**src/rtl/cfg_bank_pkg.sv**
```systemverilog
`default_nettype none
// ============================================================================
// Module      : cfg_bank_pkg
// Description : Shared definitions for the configuration-bank arbiter:
//               register map, FSM state encoding and register reset value.
// Revision    : 1.0 - initial release
// ============================================================================
package cfg_bank_pkg;

    // Register map of the output/PWM configuration bank
    localparam int ADDR_OUT_LO = 0;   // output enables [7:0]
    localparam int ADDR_OUT_HI = 1;   // output enables [15:8]
    localparam int ADDR_PWM_LO = 2;   // PWM enables [7:0]
    localparam int ADDR_PWM_HI = 3;   // PWM enables [15:8]
    localparam int ADDR_DUTY   = 4;   // PWM duty cycle
    localparam int NUM_REGS    = 5;

    localparam logic [7:0] REG_RST_VAL = 8'h00;

    typedef enum logic [0:0] {
        ST_IDLE  = 1'b0,
        ST_WRITE = 1'b1
    } state_e;

endpackage
`default_nettype wire

```
**src/rtl/cfg_bank_arbiter_rr.sv**
```systemverilog
`default_nettype none
// ============================================================================
// Module      : rr_arbiter
// Description : Purely combinational round-robin arbiter. Searches upward
//               from ptr_i (with wrap) and grants the first active request.
// Ports       : req_i      request vector
//               ptr_i      highest-priority index
//               gnt_o      one-hot grant
//               gnt_idx_o  binary index of the granted requester
//               any_o      at least one request active
// Revision    : 1.0 - initial release
// ============================================================================
module rr_arbiter
    import cfg_bank_pkg::*;
#(
    parameter int NUM_REQ = 2,
    parameter int PTR_W   = $clog2(NUM_REQ)
) (
    input  logic [NUM_REQ-1:0] req_i,
    input  logic [PTR_W-1:0]   ptr_i,
    output logic [NUM_REQ-1:0] gnt_o,
    output logic [PTR_W-1:0]   gnt_idx_o,
    output logic               any_o
);

    logic [PTR_W-1:0] idx;

    always_comb begin
        gnt_o     = '0;
        gnt_idx_o = '0;
        any_o     = 1'b0;
        idx       = '0;
        // Offset k = 0 is the pointer itself, so the first hit is the winner
        for (int k = 0; k < NUM_REQ; k++) begin
            idx = PTR_W'((int'(ptr_i) + k) % NUM_REQ);
            if (!any_o && req_i[idx]) begin
                gnt_o[idx] = 1'b1;
                gnt_idx_o  = idx;
                any_o      = 1'b1;
            end
        end
    end

endmodule
`default_nettype wire

```
**src/rtl/cfg_bank_arbiter.sv**
```systemverilog
`default_nettype none
// ============================================================================
// Module      : cfg_bank_arbiter
// Description : Serialises writes from NUM_REQ requesters into the 5-register
//               output/PWM configuration bank with round-robin fairness and
//               drives the bank contents to the PWM/output stage.
//               Optional feature macro: CFG_SHADOW_EN (writes land in shadow
//               registers, copied to the live outputs on apply_i).
// Ports       : clk/rst                   clock, synchronous active-high reset
//               req_valid/ready/addr/data per-requester write handshake
//               apply_i                   shadow-to-live strobe
//               en_reg_* / pwm_duty_cycle live register outputs
//               busy_o, err_o, last_src_o status
// Revision    : 1.0 - initial release
// ============================================================================
module cfg_bank_arbiter
    import cfg_bank_pkg::*;
#(
    parameter int NUM_REQ = 2,
    parameter int ADDR_W  = 7,
    parameter int DATA_W  = 8
) (
    input  logic                       clk,
    input  logic                       rst,
    input  logic [NUM_REQ-1:0]         req_valid,
    output logic [NUM_REQ-1:0]         req_ready,
    input  logic [NUM_REQ*ADDR_W-1:0]  req_addr,
    input  logic [NUM_REQ*DATA_W-1:0]  req_data,
    input  logic                       apply_i,
    output logic [7:0]                 en_reg_out_7_0,
    output logic [7:0]                 en_reg_out_15_8,
    output logic [7:0]                 en_reg_pwm_7_0,
    output logic [7:0]                 en_reg_pwm_15_8,
    output logic [7:0]                 pwm_duty_cycle,
    output logic                       busy_o,
    output logic                       err_o,
    output logic [$clog2(NUM_REQ)-1:0] last_src_o
);

    localparam int PTR_W = $clog2(NUM_REQ);

    state_e              state_q, state_d;
    logic [PTR_W-1:0]    ptr_q, ptr_d;
    logic [PTR_W-1:0]    src_q;
    logic [PTR_W-1:0]    last_src_q, last_src_d;
    logic [ADDR_W-1:0]   hold_addr_q;
    logic [DATA_W-1:0]   hold_data_q;

    logic [NUM_REQ-1:0]  gnt;
    logic [PTR_W-1:0]    gnt_idx;
    logic                gnt_any;
    logic                capture;
    logic                wr_en;
    logic                mapped;
    logic [NUM_REGS-1:0] sel;

    logic [DATA_W-1:0]   bank_q [NUM_REGS];
    logic [DATA_W-1:0]   bank_d [NUM_REGS];
    logic [DATA_W-1:0]   live   [NUM_REGS];

    rr_arbiter #(
        .NUM_REQ (NUM_REQ),
        .PTR_W   (PTR_W)
    ) u_rr (
        .req_i     (req_valid),
        .ptr_i     (ptr_q),
        .gnt_o     (gnt),
        .gnt_idx_o (gnt_idx),
        .any_o     (gnt_any)
    );

    // Full-width address decode: upper address bits must be zero to hit
    always_comb begin
        sel = '0;
        for (int r = 0; r < NUM_REGS; r++) begin
            sel[r] = (hold_addr_q == ADDR_W'(r));
        end
        mapped = |sel;
    end

    // ------------------------------------------------------------------------
    // FSM: next state and outputs
    // ------------------------------------------------------------------------
    always_comb begin
        state_d    = state_q;
        ptr_d      = ptr_q;
        last_src_d = last_src_q;
        req_ready  = '0;
        capture    = 1'b0;
        wr_en      = 1'b0;
        busy_o     = 1'b0;
        err_o      = 1'b0;
        case (state_q)
            ST_IDLE: begin
                if (gnt_any) begin
                    req_ready = gnt;
                    capture   = 1'b1;
                    state_d   = ST_WRITE;
                end
            end
            ST_WRITE: begin
                busy_o     = 1'b1;
                wr_en      = mapped;
                err_o      = !mapped;
                last_src_d = src_q;
                ptr_d      = (int'(src_q) == NUM_REQ - 1) ? '0 : src_q + 1'b1;
                state_d    = ST_IDLE;
            end
            default: state_d = ST_IDLE;
        endcase
    end

    always_ff @(posedge clk) begin
        if (rst) begin
            state_q     <= ST_IDLE;
            ptr_q       <= '0;
            last_src_q  <= '0;
            src_q       <= '0;
            hold_addr_q <= '0;
            hold_data_q <= '0;
        end else begin
            state_q    <= state_d;
            ptr_q      <= ptr_d;
            last_src_q <= last_src_d;
            if (capture) begin
                src_q       <= gnt_idx;
                hold_addr_q <= req_addr[int'(gnt_idx)*ADDR_W +: ADDR_W];
                hold_data_q <= req_data[int'(gnt_idx)*DATA_W +: DATA_W];
            end
        end
    end

    // ------------------------------------------------------------------------
    // Written bank (shadow copy when the shadow feature is built, otherwise
    // the live registers themselves)
    // ------------------------------------------------------------------------
    always_comb begin
        for (int r = 0; r < NUM_REGS; r++) begin
            bank_d[r] = bank_q[r];
            if (wr_en && sel[r]) begin
                bank_d[r] = hold_data_q;
            end
        end
    end

    always_ff @(posedge clk) begin
        if (rst) begin
            for (int r = 0; r < NUM_REGS; r++) begin
                bank_q[r] <= DATA_W'(REG_RST_VAL);
            end
        end else begin
            for (int r = 0; r < NUM_REGS; r++) begin
                bank_q[r] <= bank_d[r];
            end
        end
    end

`ifdef CFG_SHADOW_EN
    logic [DATA_W-1:0] live_q [NUM_REGS];

    // Loading from bank_d forwards a write landing on the same edge as apply_i
    always_ff @(posedge clk) begin
        if (rst) begin
            for (int r = 0; r < NUM_REGS; r++) begin
                live_q[r] <= DATA_W'(REG_RST_VAL);
            end
        end else if (apply_i) begin
            for (int r = 0; r < NUM_REGS; r++) begin
                live_q[r] <= bank_d[r];
            end
        end
    end

    always_comb begin
        for (int r = 0; r < NUM_REGS; r++) begin
            live[r] = live_q[r];
        end
    end
`else
    logic apply_unused;
    assign apply_unused = apply_i;

    always_comb begin
        for (int r = 0; r < NUM_REGS; r++) begin
            live[r] = bank_q[r];
        end
    end
`endif

    assign en_reg_out_7_0  = live[ADDR_OUT_LO];
    assign en_reg_out_15_8 = live[ADDR_OUT_HI];
    assign en_reg_pwm_7_0  = live[ADDR_PWM_LO];
    assign en_reg_pwm_15_8 = live[ADDR_PWM_HI];
    assign pwm_duty_cycle  = live[ADDR_DUTY];
    assign last_src_o      = last_src_q;

endmodule
`default_nettype wire
```
**config.mk**
```make
export PLATFORM = sky130hd
export DESIGN_NAME = cfg_bank_arbiter
export DESIGN_NICKNAME = d
export VERILOG_FILES = /design/src/rtl/cfg_bank_pkg.sv /design/src/rtl/cfg_bank_arbiter_rr.sv /design/src/rtl/cfg_bank_arbiter.sv
export SDC_FILE = /design/constraint.sdc
export NUM_CORES = 1
export LEC_CHECK = 0
export ABC_AREA = 1
export ABC_CLOCK_PERIOD_IN_PS = 1950
export BUFFER_PORTS_ARGS = -buffer_cell sky130_fd_sc_hd__buf_2
export CAP_MARGIN = 20
export CORE_MARGIN = 2
export CORE_UTILIZATION = 45
export DETAILED_ROUTE_END_ITERATION = 16
export GPL_ROUTABILITY_DRIVEN = 0
export PLACE_DENSITY = 0.71
export REMOVE_ABC_BUFFERS = 1
export SLEW_MARGIN = 0
export SYNTH_ARGS = -nofsm -noshare
export SYNTH_HDL_FRONTEND = slang
export SYNTH_HIERARCHICAL = 1
export SYNTH_SLANG_ARGS = --single-unit
```
**constraint.sdc**
```tcl
create_clock -name clk -period 1.95 [get_ports clk]
set_input_delay 0.2925 -clock clk [delete_from_list [all_inputs] [get_ports clk]]
set_output_delay 0.2925 -clock clk [all_outputs]
set_load 0.01 [all_outputs]
```
==> results.txt, run 1 <==
Share of cells above drive strength 1: 0.2418
Nature of the critical path startpoint: flip-flop
Die Height: 80.85 µm
Pins Over Slew Limit: 0
HP Start: rst
Sum of negative setup slack: 0 ns
Inserted Diodes: 0
Chip width: 80.85 µm
Die Area: 0.006537 mm²
H-tree depth: 3
Max-cap violations: 0
Cells after Synth: 379
Synth Area per Inst: 7.012 µm²
P&R area growth vs syn: 23.26%
Root buf cell: clkbuf_8
First-pass GRT wire length: 10.17 mm
Core area: 0.005608 mm²
Least-Margin Pin Slew: 0.5321 ns
DR WL/cell: 11.74 µm
Unrepaired setup endpoints after global routing: no
Setup bufs post-CTS: 0
CTS Buffer Depth: 2
Setup violations, final: 0
Post_cts resized: 0
Crit path max fanout: 10
Final Power: 3.121 mW
Worst r2r dst: bank_q[0][5]
Tcrit/Tclk final: 0.8771
RR Startpoint: state_q
Vias in the first global route: 2230
Count of different cell masters after synthesis: 21
Largest net degree at the start of global routing: 58
CTS hold repair buffers: 0
IO Pins: 80
Req. time, crit path: 1.66 ns
CTS Sinks: 59
Skew final: 0.008068 ns
Drt initial violations: 113
DR DRC count: 0
TritonCTS clock tree: built
IO buf count: 78
Min cycle time layout: 1.710 ns
Worst endpoint data arrival time: 1.42 ns
Seq/Total Area, Yosys: 0.4444
Maximum clock rate: 584.7 MHz
CP endpoint kind: output port
Clock slew at the register clock pins of the worst setup and hold paths: 0.06 ns
Setup CP Type: flip-flop to output port
Hold Path Depth: 2
Status: finished clean
Slew headroom: 0.6449
Antenna-violating nets left: 0
Peak VDD IR: 0.5921 mV
P_leak: 1.819 nW
Final HPWL DP: 4.116 mm
DR vias/cell: 4.659
Hold endpoint: last_src_o
Worst Reg-to-Reg Cells: 4
Total congestion overflow: 0
GRT Util Overall: 0.2057
Final Hold Viols: 0
Yosys warns: 6
Worst-skew pair later-pin latency: 0.33 ns
PD cells: 952.8 mW/mm²
Fill count: 527
DRT Wirelength: 6.236 mm
Initial Utilization: 0.4739
First drt pass iteration count: 4
Vias: 2474
FF-to-FF setup slack: 0.55 ns
Total Nets Final: 491
Row count: 27
Antenna violations before repair: 0
Syn Std Cell Area: 0.002658 mm²
Worst min path class: input port to flip-flop
Synthesized flop and latch total: 59
TritonCTS Buffers: 9
## power by group
part | leakage [nW] | total, mW | internal [mW] | switching, mW
registers | 0.480 | 1.39 | 1.29 | 0.0987
logic | 1.23 | 0.507 | 0.178 | 0.329
clock network | 0.109 | 1.23 | 0.776 | 0.450
## placed cells by master, fill, tap and decap left out, drive strengths merged
cell type,Yosys,final
bufinv,0,2
clkbuf,9,12
buf,7,82
o21ai,25,25
nand4,4,4
nor3,9,9
nor2,88,88
a21oi,34,34
dfxtp,59,59
inv,47,47
nand2,97,97
## per-stage QoR
| step | setup slack (ns) | std cells | hold WS (ns) | util | instance area [µm²] |
|---|---|---|---|---|---|
| after floorplan | 0.3554 | 363 | 0.3616 | - | 2537 |
| after global placement | 0.5863 | 517 | 0.4440 | 0.5457 | 3060 |
| after detailed placement | 0.5639 | 517 | 0.4531 | 0.5457 | 3060 |
| after CTS | 0.2257 | 531 | 0.1365 | 0.5841 | 3276 |
| after global routing | 0.1577 | 531 | 0.1507 | 0.5841 | 3276 |
| final | 0.2396 | 531 | 0.1524 | 0.5841 | 3276 |
## state kept, by name, indices dropped and copies added (netlist names)
signal       cells
state_q          1
bank_q          40
src_q            1
last_src_o       1
hold_data_q      8
ptr_q            1
hold_addr_q      7
## metal layers
| metal | global-route usage | vias to the layer above | wire (µm) |
|---|---|---|---|
| met5 | 0 | - | 0 |
| met3 | 0.04111 | 13 | 438 |
| li1 | - | 1311 | - |
| met1 | 0.2562 | 1063 | 2841 |
| met4 | 0.1119 | 0 | 151 |
| met2 | 0.3339 | 87 | 2804 |
## cells in the mapped netlist, drive strengths merged
master  instances  area share
nor2           88        0.13
dfxtp          59        0.44
o21ai          25       0.047
buf             7       0.024
clkbuf          9       0.021
nor3            9       0.021
a21oi          34       0.064
inv            47       0.067
nand2          97        0.15
nand4           4       0.032
## critical path: stages, from the launching register on
cell and delay [ns]:
dfxtp_1 0.40, nor2_2 0.08, nand2_4 0.17, nand2_8 0.10
a21oi_1 0.18, buf_2 0.16
## kinds of logic after synthesis
kind of cell | count (synthesis) | synth area share
buffers and inverters | 63 | 0.1125
and+or+nand+nor | 198 | 0.3319
DFF | 59 | 0.4444
AOI/OAI and AO/OA | 59 | 0.1111
## layout make-up
type / instances / area (µm²) / share of cell area
multi-input cells: 257 / 1177 / 0.3594
clock inverters: 2 / 60.06 / 0.01833
repair buffers: 82 / 432.9 / 0.1322
inverters: 47 / 178.9 / 0.05462
well taps: 72 / 90.09 / 0.02750
flip-flops and latches: 59 / 1181 / 0.3606
clock buffers: 12 / 155.1 / 0.04736
## worst max-delay path by stage
| stage | from | endpoint | slack [ns] | cells after the start |
|---|---|---|---|---|
| 5_1_grt | hold_addr_q[1] | err_o | 0.16 | 5 |
| 2_1_floorplan | ptr_q | hold_addr_q[0] | 0.36 | 5 |
| 4_1_cts | hold_addr_q[0] | err_o | 0.23 | 5 |
| 6_report | hold_addr_q[0] | err_o | 0.24 | 5 |
| 3_3_place_gp | req_valid[0] | hold_data_q[0] | 0.59 | 10 |
| 3_5_place_dp | req_valid[0] | hold_addr_q[2] | 0.56 | 7 |
Power figures use the tool's default switching activity.
==> inputs of run 2 (changes only) <==
Settings changed: CORE_UTILIZATION 45 to 51, GPL_TIMING_DRIVEN from default to 0, PLACE_DENSITY 0.71 to 0.79.
==> run 2 against run 1 <==
  * Die area fell by 11%
  * Sequential power about the same
  * Routed wire length shrank 2.1%
  * Critical path type is now flip-flop to flip-flop
==> results.txt, run 2 (synthesis results as in run 1) <==
DR vias/cell: 4.729 (+1.5%)
Dpl cells: 511 (-1.2%)
DR WL/cell: 11.59 µm (-1.3%)
Clock slew at the register clock pins of the worst setup and hold paths: 0.06 ns (about the same)
Worst-path cell chain: nor2_2 > nor2_2 > inv_1 > nand2_1 > a21oi_1
Initial Utilization: 0.5237 (+0.04977)
PD cells: 897.4 mW/mm² (-5.8%)
Max-cap violations: 0 (unchanged)
Design area: 0.003203 mm² (-2.2%)
Commonest non-fill, non-tap cell in the layout: nand2_1
Setup violations, final: 0 (unchanged)
IO Pins: 80 (unchanged)
Nature of the critical path startpoint: flip-flop
Final non-filler cell total: 527 (-0.75%)
Total congestion overflow: 0 (unchanged)
Most frequent cells in the layout: nand2_1 (94), nor2_1 (83), buf_2 (78)
Drt initial violations: 140 (+24%)
Root buf cell: clkbuf_8
Chip width: 76.19 µm (-5.8%)
Final HPWL DP: 4.079 mm (-0.89%)
Worst min path class: input port to flip-flop
Tcrit/Tclk final: 0.9216 (+0.04452)
Delay-heaviest family, CP: simple AND/OR/NAND/NOR gates
Die Height: 76.19 µm (-5.8%)
Status: finished clean
CTS hold repair buffers: 0 (unchanged)
Fill count: 479 (-9.1%)
Skew final: 0.009772 ns (+0.001705 ns)
First-pass GRT wire length: 10.01 mm (-1.6%)
Maximum clock rate: 556.4 MHz (-4.8%)
Min cycle time layout: 1.797 ns (+0.08682 ns)
Die Area: 0.005804 mm² (-11%)
IO buf count: 78 (unchanged)
Post-DP Area: 0.003015 mm² (-1.5%)
Setup CP Type: flip-flop to flip-flop
Vias in the first global route: 2206 (-1.1%)
P_leak: 1.782 nW (-2.1%)
Unrepaired setup endpoints after global routing: no
DRT Wirelength: 6.108 mm (-2.1%)
P&R area growth vs syn: 20.53%
Top flop regs: bank_q x40, hold_data_q x8, hold_addr_q x7
Final Hold Viols: 0 (unchanged)
Least-Margin Pin Slew: 0.8231 ns (+0.2910 ns)
DR DRC count: 0 (unchanged)
Antenna-violating nets left: 0 (unchanged)
CTS Buffer Depth: 2 (unchanged)
Antenna violations before repair: 0 (unchanged)
Worst endpoint data arrival time: 2.01 ns (+0.59 ns)
CP endpoint kind: flip-flop
Peak VDD IR: 0.5536 mV (-6.5%)
Vias: 2492 (+0.73%)
Inserted Diodes: 0 (unchanged)
H-tree depth: 3 (unchanged)
Critical Path Max Stage Delay: 0.51 ns (+0.11 ns)
Core area: 0.005075 mm² (-9.5%)
CTS Sinks: 59 (unchanged)
Crit path max fanout: 16 (+6)
GRT Util Overall: 0.2168 (+0.01106)
Share of cells above drive strength 1: 0.2473 (+0.005435)
Top cell by count, worst path: nor2_2
TritonCTS clock tree: built
Slowest-stage cell, CP: nor2_2
Post-layout util: 0.6312 (+0.04705)
Pins Over Slew Limit: 0 (unchanged)
Row count: 26 (-3.7%)
Largest net degree at the start of global routing: 58 (unchanged)
Worst path bufs/invs: 1 (unchanged)
First drt pass iteration count: 4 (unchanged)
Worst-skew pair later-pin latency: 0.34 ns (about the same)
Slew headroom: 0.4505 (-0.1944)
Total Nets Final: 487 (-0.81%)
Most flops, register: bank_q
Max FFs per register: 40 (unchanged)
Req. time, crit path: 2.17 ns (+0.51 ns)
TritonCTS Buffers: 9 (unchanged)
[run 2: cell type report]
class                           count  area (µm²)  share of cell area
Multi-Input combinational cell    257        1185              0.3699
Sequential cell                    59        1182              0.3691
Timing Repair Buffer               78       390.4              0.1219
Inverter                           47       178.9             0.05586
Clock buffer                       11       151.4             0.04727
Tap cell                           70       87.58             0.02734
Clock inverter                      5       27.53            0.008594
[run 2: worst paths after layout]
check / start / endpoint / slack (ns) / depth (start not counted)
hold reg to reg: src_q / ptr_q / 0.45 / 1
setup reg to reg: ptr_q / hold_data_q[0] / 0.15 / 5
setup / recovery: ptr_q / hold_data_q[0] / 0.15 / 5
hold / removal: rst / state_q / 0.15 / 2
[run 2: worst reg2reg max path, stage by stage (launching register included)]
cell and delay [ns]:
dfxtp_1 0.41, nor2_2 0.08, nor2_2 0.51, inv_1 0.44
nand2_1 0.17, a21oi_1 0.08
[run 2: repair_timing]
| action | 4_1_cts | 5_1_grt |
|---|---|---|
| setup buffers | 0 | 0 |
| endpoints found under the setup margin | 16 | 16 |
| gates resized for setup | 1 | 2 |
[run 2: power breakdown]
group	switching (mW)	internal, mW
sequential	0.108	1.29
combinational	0.319	0.166
clock	0.472	0.520
total	0.899	1.98
[run 2: layer usage]
layer | GRT usage | up-vias | wire (µm)
li1 | - | 1308 | -
met1 | 0.2579 | 1102 | 2724
met2 | 0.3679 | 76 | 2912
met3 | 0.07109 | 6 | 401
met4 | 0.07636 | 0 | 69
met5 | 0 | - | 0
[run 2: stage by stage]
| step | total power [mW] | setup TNS [ns] | setup WS [ns] | hold slack (ns) |
|---|---|---|---|---|
| 2_1_floorplan | 1.732 | 0 | 0.3554 | 0.3616 |
| 3_3_place_gp | 1.888 | -2.414 | -0.1628 | 0.4395 |
| 3_5_place_dp | 1.901 | -3.810 | -0.2567 | 0.4455 |
| 4_1_cts | 2.894 | 0 | 0.01234 | 0.1367 |
| 5_1_grt | 3.023 | 0 | 0.009199 | 0.1519 |
| 6_report | 2.874 | 0 | 0.1528 | 0.1463 |
